`config.mk`:
```
export PLATFORM = sky130hd
export DESIGN_NAME = spi_slave
export DESIGN_NICKNAME = d
export VERILOG_FILES = /design/src/rtl/spi_slave.sv
export SDC_FILE = /design/constraint.sdc
export NUM_CORES = 1
export LEC_CHECK = 0
export BUFFER_PORTS_ARGS = -buffer_cell sky130_fd_sc_hd__buf_2
export CORE_UTILIZATION = 53
export CTS_BUF_LIST = sky130_fd_sc_hd__clkbuf_8
export DETAILED_ROUTE_END_ITERATION = 10
export PLACE_DENSITY = 0.8
export SYNTH_ARGS = -nofsm -noshare
export SYNTH_HDL_FRONTEND = slang
export SYNTH_SLANG_ARGS = --single-unit
```
`constraint.sdc`:
```
create_clock -name i_clk -period 1.84 [get_ports i_clk]
set_input_delay 0.184 -clock i_clk [delete_from_list [all_inputs] [get_ports i_clk]]
set_output_delay 0.184 -clock i_clk [all_outputs]
set_load 0.01 [all_outputs]
```
`src/rtl/spi_slave.sv`:
```
// -----------------------------------------------------------------------------
// spi_slave
//
// SPI peripheral endpoint running in the master's clk domain. sclk is treated
// as an ordinary data input sampled every clk, and its edges are found by
// comparing it with last cycle's value. Each frame receives a DATA_W-bit
// command MSB-first on MOSI, then returns an RSP_W-bit response MSB-first on
// MISO.
//
// Handshake semantics: there is no back-pressure. o_rx_valid is a one-cycle
// pulse qualifying o_rx_data, and o_frame_err is a one-cycle pulse flagging an
// aborted frame. i_tx_load is a one-cycle strobe that the block always accepts.
//
// Ports
//   i_clk        system clock, rising edge
//   i_reset      asynchronous, active-low reset
//   i_cs_n       chip select from master, active low
//   i_sclk       serial clock from master, synchronous to i_clk
//   i_mosi       serial data from master
//   o_miso       serial data to master
//   i_tx_data    response word to send
//   i_tx_load    strobe: latch i_tx_data into the response hold register
//   o_rx_data    last complete command word
//   o_rx_valid   one-cycle pulse, o_rx_data updated this cycle
//   o_busy       high while the FSM is not idle
//   o_frame_err  one-cycle pulse, frame aborted by i_cs_n rising early
//   o_state      current FSM state (0 idle, 1 rx, 2 tx, 3 done)
// -----------------------------------------------------------------------------
module spi_slave #(
    parameter int DATA_W = 16,
    parameter int RSP_W  = 8
) (
    input  logic              i_clk,
    input  logic              i_reset,
    input  logic              i_cs_n,
    input  logic              i_sclk,
    input  logic              i_mosi,
    output logic              o_miso,
    input  logic [RSP_W-1:0]  i_tx_data,
    input  logic              i_tx_load,
    output logic [DATA_W-1:0] o_rx_data,
    output logic              o_rx_valid,
    output logic              o_busy,
    output logic              o_frame_err,
    output logic [1:0]        o_state
);

    localparam int MAX_W = (DATA_W > RSP_W) ? DATA_W : RSP_W;
    localparam int CNT_W = $clog2(MAX_W + 1);
    localparam logic [CNT_W-1:0] RX_LAST = CNT_W'(DATA_W - 1);
    localparam logic [CNT_W-1:0] TX_LAST = CNT_W'(RSP_W - 1);

    typedef enum logic [1:0] {
        S_IDLE = 2'd0,
        S_RX   = 2'd1,
        S_TX   = 2'd2,
        S_DONE = 2'd3
    } state_t;

    state_t            r_state;
    state_t            w_next_state;
    logic              r_sclk_q;
    logic [CNT_W-1:0]  r_cnt;
    logic [DATA_W-1:0] r_rx_sh;
    logic [RSP_W-1:0]  r_tx_sh;
    logic [RSP_W-1:0]  r_tx_hold;

    logic w_rise;
    logic w_fall;
    logic w_start;
    logic w_rx_shift;
    logic w_rx_done;
    logic w_tx_rise;
    logic w_tx_shift;
    logic w_abort;

    assign w_rise = i_sclk & ~r_sclk_q;
    assign w_fall = ~i_sclk & r_sclk_q;

    // State register
    always_ff @(posedge i_clk or negedge i_reset) begin
        if (!i_reset) begin
            r_state <= S_IDLE;
        end else begin
            r_state <= w_next_state;
        end
    end

    // Next state and datapath strobes. cs_n high is checked before any sclk
    // edge so an abort beats a completing rise in the same cycle.
    always_comb begin
        w_next_state = r_state;
        w_start      = 1'b0;
        w_rx_shift   = 1'b0;
        w_rx_done    = 1'b0;
        w_tx_rise    = 1'b0;
        w_tx_shift   = 1'b0;
        w_abort      = 1'b0;
        case (r_state)
            S_IDLE: begin
                if (!i_cs_n) begin
                    w_next_state = S_RX;
                    w_start      = 1'b1;
                end
            end
            S_RX: begin
                if (i_cs_n) begin
                    w_next_state = S_IDLE;
                    w_abort      = 1'b1;
                end else if (w_rise) begin
                    w_rx_shift = 1'b1;
                    if (r_cnt == RX_LAST) begin
                        w_rx_done    = 1'b1;
                        w_next_state = S_TX;
                    end
                end
            end
            S_TX: begin
                if (i_cs_n) begin
                    w_next_state = S_IDLE;
                    w_abort      = 1'b1;
                end else if (w_rise) begin
                    w_tx_rise = 1'b1;
                    if (r_cnt == TX_LAST) begin
                        w_next_state = S_DONE;
                    end
                end else if (w_fall && (r_cnt != '0)) begin
                    // The fall right after the last command rise precedes any
                    // response rise; shifting then would drop the MSB unseen.
                    w_tx_shift = 1'b1;
                end
            end
            S_DONE: begin
                if (i_cs_n) begin
                    w_next_state = S_IDLE;
                end
            end
            default: w_next_state = S_IDLE;
        endcase
    end

    // Datapath
    always_ff @(posedge i_clk or negedge i_reset) begin
        if (!i_reset) begin
            r_sclk_q    <= 1'b0;
            r_cnt       <= '0;
            r_rx_sh     <= '0;
            r_tx_sh     <= '0;
            r_tx_hold   <= '0;
            o_rx_data   <= '0;
            o_rx_valid  <= 1'b0;
            o_frame_err <= 1'b0;
        end else begin
            r_sclk_q    <= i_sclk;
            o_rx_valid  <= w_rx_done;
            o_frame_err <= w_abort;

            if (i_tx_load) begin
                r_tx_hold <= i_tx_data;
            end

            if (w_start) begin
                r_cnt   <= '0;
                r_rx_sh <= '0;
            end else if (w_rx_shift) begin
                r_rx_sh <= {r_rx_sh[DATA_W-2:0], i_mosi};
                if (w_rx_done) begin
                    r_cnt <= '0;
                end else if (r_cnt != RX_LAST) begin
                    r_cnt <= r_cnt + CNT_W'(1);
                end
            end else if (w_tx_rise && (r_cnt != TX_LAST)) begin
                r_cnt <= r_cnt + CNT_W'(1);
            end

            if (w_rx_done) begin
                o_rx_data <= {r_rx_sh[DATA_W-2:0], i_mosi};
                // A load in this very cycle bypasses the hold register.
                r_tx_sh   <= i_tx_load ? i_tx_data : r_tx_hold;
            end else if (w_tx_shift) begin
                r_tx_sh <= {r_tx_sh[RSP_W-2:0], 1'b0};
            end
        end
    end

    assign o_miso  = (r_state == S_TX) ? r_tx_sh[RSP_W-1] : 1'b0;
    assign o_busy  = (r_state != S_IDLE);
    assign o_state = r_state;

endmodule

```
Word-level counts from Yosys, hierarchy flattened:

Index checks and enable logic that the tools add are counted.

* bits of input ports: 14
* register bits after elaboration: 57
* output and inout bits: 22

* muxes and demuxes: 36
* reductions and logical operators: 11
* add/subtract/negate cells: 1
* eq/ne operators: 14
* bitwise operators: 4

Operators with widths (number)
* two-way mux 15 bit: 2
* two-way mux 5 bit: 5
* two-way mux 8 bit: 3
* two-way mux 1 bit: 17
* two-way mux 2 bit: 8
* inequality test 3 bit (second input constant): 4
* case mux 2 bit (4 select lines): 1
* AND reduction 6 bit: 1
* nonzero test 2 bit: 3
* adder 5 x 1 -> 5 bit (second input constant): 1
* == test 5 x 3 -> 1 bit (second input constant): 1
* == test 5 x 4 -> 1 bit (second input constant): 1
* inequality test 5 x 3 -> 1 bit (second input constant): 1
* inequality test 5 x 4 -> 1 bit (second input constant): 1
* nonzero test 5 bit: 1
* == test 2 bit (second input constant): 2
* inequality test 2 bit (second input constant): 2
* inequality test 4 x 2 -> 1 bit (second input constant): 1
* nonzero test 3 bit: 1
* AND 1 bit: 2
* == test 2 x 1 -> 1 bit (second input constant): 1
* logical AND 1 bit: 2
* zero test 2 bit: 1
* NOT 1 bit: 2
* 2 further kinds: 2

Depth between registers and ports, before layout:

* word-level depth: 9
* gate-level depth with buffers: 7

Worst setup path before layout:

Ideal clock, no wire load.

* path kind: flip-flop to flip-flop
* from: register r_state[1], in the netlist o_state[1]
* to: register r_tx_sh[2]
* arrival time: 1.853 ns
* library setup time: 0.125 ns
* stages on the path, launching flop included: 8
* period minus slack after synthesis: 1.978 ns
* path slack: -0.138 ns
* buffers on the path: 0
* cells stage by stage: dfrtp_1 > inv_1 > ha_1 > nor2b_2 > nand3_4 > inv_4 > mux2_2 > mux2_4

* cells in the longest elaborated chain, start to end: 3

Ends and longest elaborated chain
* from (decl): line 60 `state_t r_state;`
* from (signal assigned): line 85 `r_state <= w_next_state;`
* == test 2 x 1 -> 1 bit *: line 99 `case (r_state)`
* two-way mux 1 bit *: line 99
* via w_rx_done: line 72 `logic w_rx_done;`
* two-way mux 8 bit or nonzero test 2 bit (tied branches)
* to (signal assigned): line 179 `r_tx_sh <= i_tx_load ? i_tx_data : r_tx_hold;`
* to (signal assigned): line 181 `r_tx_sh <= {r_tx_sh[RSP_W-2:0], 1'b0};`
* to (decl): line 65 `logic [RSP_W-1:0] r_tx_sh;`

Mark *: on every way through the listed nets, which the timed path passes. The rest lies on a longest branch.
A chain may end at the register's enable or synchronous reset.

Final worst setup path:

* from: register r_state[0], in the netlist o_state[0]
* to: register r_tx_sh[7]

* cells in the longest elaborated chain, start to end: 3

Ends and longest elaborated chain (line)
* == test 2 x 1 -> 1 bit or == test 2 bit (tied branches): 99
* two-way mux 1 bit: 99
* two-way mux 8 bit or nonzero test 2 bit (tied branches)

Parallel ways exist; a longest one is shown, timed or not.

==> flow_metrics.env <==
export IMPL_ys_seq_elements=57
export IMPL_p_per_area_nw_per_um2=1070
export IMPL_run_status="complete, but fails checks"
export IMPL_cp_max_fo=7
export IMPL_min_from="i_mosi"
export IMPL_worstPathArrival_ns=2.06
export IMPL_startpoint_type="flip-flop"
export IMPL_synth_area_um2=2500
export IMPL_hold_ws_ns=0.0816
export IMPL_yosysTopAreaCellShare_pct=56.9
export IMPL_cts_tree="yes"
export IMPL_drtIter0Drc=73
export IMPL_grt_pass1_vias=1743
export IMPL_die_h_um=70.7
export IMPL_fin_cells=293
export IMPL_cts_buffers_inserted=9
export IMPL_worst_r2r_cell_count=6
export IMPL_yosysSeqAreaShare_pct=56.9
export IMPL_worstMarginPinSlew_ns=0.631
export IMPL_place_ws_ns=-0.0455
export IMPL_diodes=0
export IMPL_ant_nets=0
export IMPL_insertion_delay_ns=0.34
export IMPL_clock_path_buffers=2
export IMPL_totalWireLength_mm=4.99
export IMPL_end_kind="flip-flop"
export IMPL_fillers=292
export IMPL_cp_data_required_time_ns=2.06
export IMPL_final_cell_mix="dfrtp_1 (56), buf_2 (35), mux2_2 (24), buf_4 (16), a22o_1 (15)"
export IMPL_nNetsFinal=258
export IMPL_finalHoldViolCount=0
export IMPL_die_area_um2=5000
export IMPL_clk_root_buffer_cell="clkbuf_8"
export IMPL_final_common_cell="dfrtp_1"
export IMPL_grt_usage_pct=22.8
export IMPL_syn_inst=175
export IMPL_syn_to_final_growth_pct=27.1
export IMPL_hold_class="input pin to flip-flop"
export IMPL_crit_start="o_state[0]"
export IMPL_worstSetupPathType="flip-flop to flip-flop"
export IMPL_routedWlPerCell_um=17.0
export IMPL_drv_cap=0
export IMPL_grt_start_max_net_pins=32
export IMPL_leakage_nw=1.60
export IMPL_r2r_start="o_state[0]"
export IMPL_firstDrtPassIters=7
export IMPL_synth_area_leaders="dfrtp_1 (57%), mux2_2 (13%), a22o_1 (5.2%)"
export IMPL_vias_per_cell=5.63
export IMPL_h_tree_depth=3
export IMPL_start_util_pct=56.4
export IMPL_grt_overflow_total=0
export IMPL_placedCellCount=271
export IMPL_routabilityCongestion=0.868
export IMPL_postSynthNetCount=197
export IMPL_antenna_found_initial=0
export IMPL_synth_avg_cell_area_um2=14.3
export IMPL_fin_skew_ns=0.00811
export IMPL_synth_top_area_cell="dfrtp_1"
export IMPL_grt_pass1_wl_mm=8.34
export IMPL_die_w_um=70.7
export IMPL_timing_final_max_slew_violations=0
export IMPL_cts_sinks=57
export IMPL_std_cell_rows=24
export IMPL_fin_ws_ns=0.00402
export IMPL_clock_fmax_mhz=545
export IMPL_vias=1651
export IMPL_port_buffers=35
export IMPL_yosysWarnings=0
export IMPL_violations="design-rule violations"
export IMPL_post_dp_hpwl_mm=3.14
export IMPL_setup_tns_ns=0
export IMPL_path_clk_slew_ns=0.07
export IMPL_period_share_pct=99.8
export IMPL_setup_violations=0
export IMPL_pin_count=36
export IMPL_ys_types=38
export IMPL_peakVddDrop_mv=0.517
export IMPL_drive_gt1_share_pct=51.9
export IMPL_period_needed_ns=1.84
export IMPL_core_area_um2=4440
export IMPL_route_detailed_drc=8
export IMPL_min_path_cells=2
export IMPL_rsz0062_at_grt="yes"
export IMPL_max_slew_margin_pct=58.0
==> critical path, cell delays in order, from the launching register on <==
cell	delay, ns
dfrtp_2	0.40
inv_2	0.06
ha_2	0.21
nand2b_4	0.06
or4b_4	0.56
nand2_8	0.12
mux2_4	0.31
==> repair_timing <==
action                                  in CTS  in global routing
endpoints found under the setup margin      22                 23
buffers inserted                             2                  2
resized for setup                            5                  3
pin swaps                                    2                  2
endpoints found under the hold margin       27                  0
hold buffers                                 2                  0
==> per-layer routing <==
layer	up-vias	GRT usage (%)	wire length, µm	share of wire, %
met5	-	0	0	0
met4	0	11.8	116	2.3
met3	11	7.83	233	4.7
met2	47	36.3	2410	48
met1	831	27.7	2230	45
li1	762	-	-	-
==> kinds of logic after synthesis <==
kind of cell,Yosys count,share of synthesized area [%]
fa+ha+maj,8,4.00
simple gates,27,8.19
buf+inv,14,2.65
mux,39,18.3
compound gates,29,9.59
xor+xnor,1,0.350
flops,57,56.9
==> worst paths after layout <==
path | slack (ns) | endpoint
worst max-delay path | 0.004 | r_tx_sh[7]
worst min-delay path | 0.08 | r_rx_sh[0]
worst max register to register | 0.004 | r_tx_sh[7]
worst min register to register | 0.50 | o_rx_data[15]
max in group asynchronous | 0.87 | o_rx_data[13]
min in group asynchronous | 0.39 | r_tx_hold[2]
==> metrics by stage <==
step | power (W) | utilization, % | area (µm²)
5_1_grt | 0.00359 | 71.6 | 3180
3_5_place_dp | 0.00219 | 65.5 | 2910
2_1_floorplan | 0.00188 | - | 2570
4_1_cts | 0.00340 | 71.1 | 3160
3_3_place_gp | 0.00217 | 65.5 | 2910
6_report | 0.00342 | 71.6 | 3180
==> report_power, final <==
| part | switching (W) | internal, W |
|---|---|---|
| combinational | 0.000426 | 0.000416 |
| clock | 0.000504 | 0.000651 |
| sequential | 0.0000681 | 0.00136 |
==> state kept, by name (all words and copies together), names as in the netlist <==
signal and cells:
o_frame_err 1, o_rx_data 16, r_rx_sh 15, r_tx_hold 8, o_state 2, r_sclk_q 1, o_rx_valid 1, r_tx_sh 8
r_cnt 5
==> layout make-up <==
class                   count  area (µm²)  share of cell area [%]
inverters                   9        41.3                    1.30
clock inverters             6        58.8                    1.85
multi-input cells         104        1100                    34.5
repair buffers             55         355                    11.2
flip-flops and latches     57        1430                    44.8
well taps                  52        65.1                    2.04
clock buffers              10         138                    4.32
==> synth_stat cells <==
cell       number
dfrtp_1        57
nand2_1         3
buf_6           1
and2_1          3
o2111ai_1       1
buf_2           3
nor2_1          3
o311ai_0        1
o32a_1          1
o2bb2ai_1       2
nand2b_1        3
nor4b_1         1
a21oi_1         1
mux2_4          6
a2bb2oi_2       1
or3_1           1
mux2_2         30
mux2i_1         3
and2b_1         1
o32ai_1         1
nor3_2          1
or4b_4          1
nand2b_4        1
and4bb_2        1
clkbuf_1        1
nand3_1         3
inv_4           1
nor3_1          1
a32o_1          1
xor2_1          1
and3_1          1
inv_1           8
nand3_4         1
a22o_1         15
ha_1            8
nor2b_2         1
nand2_8         1
o21ai_0         5
Power figures use the tool's default switching activity.
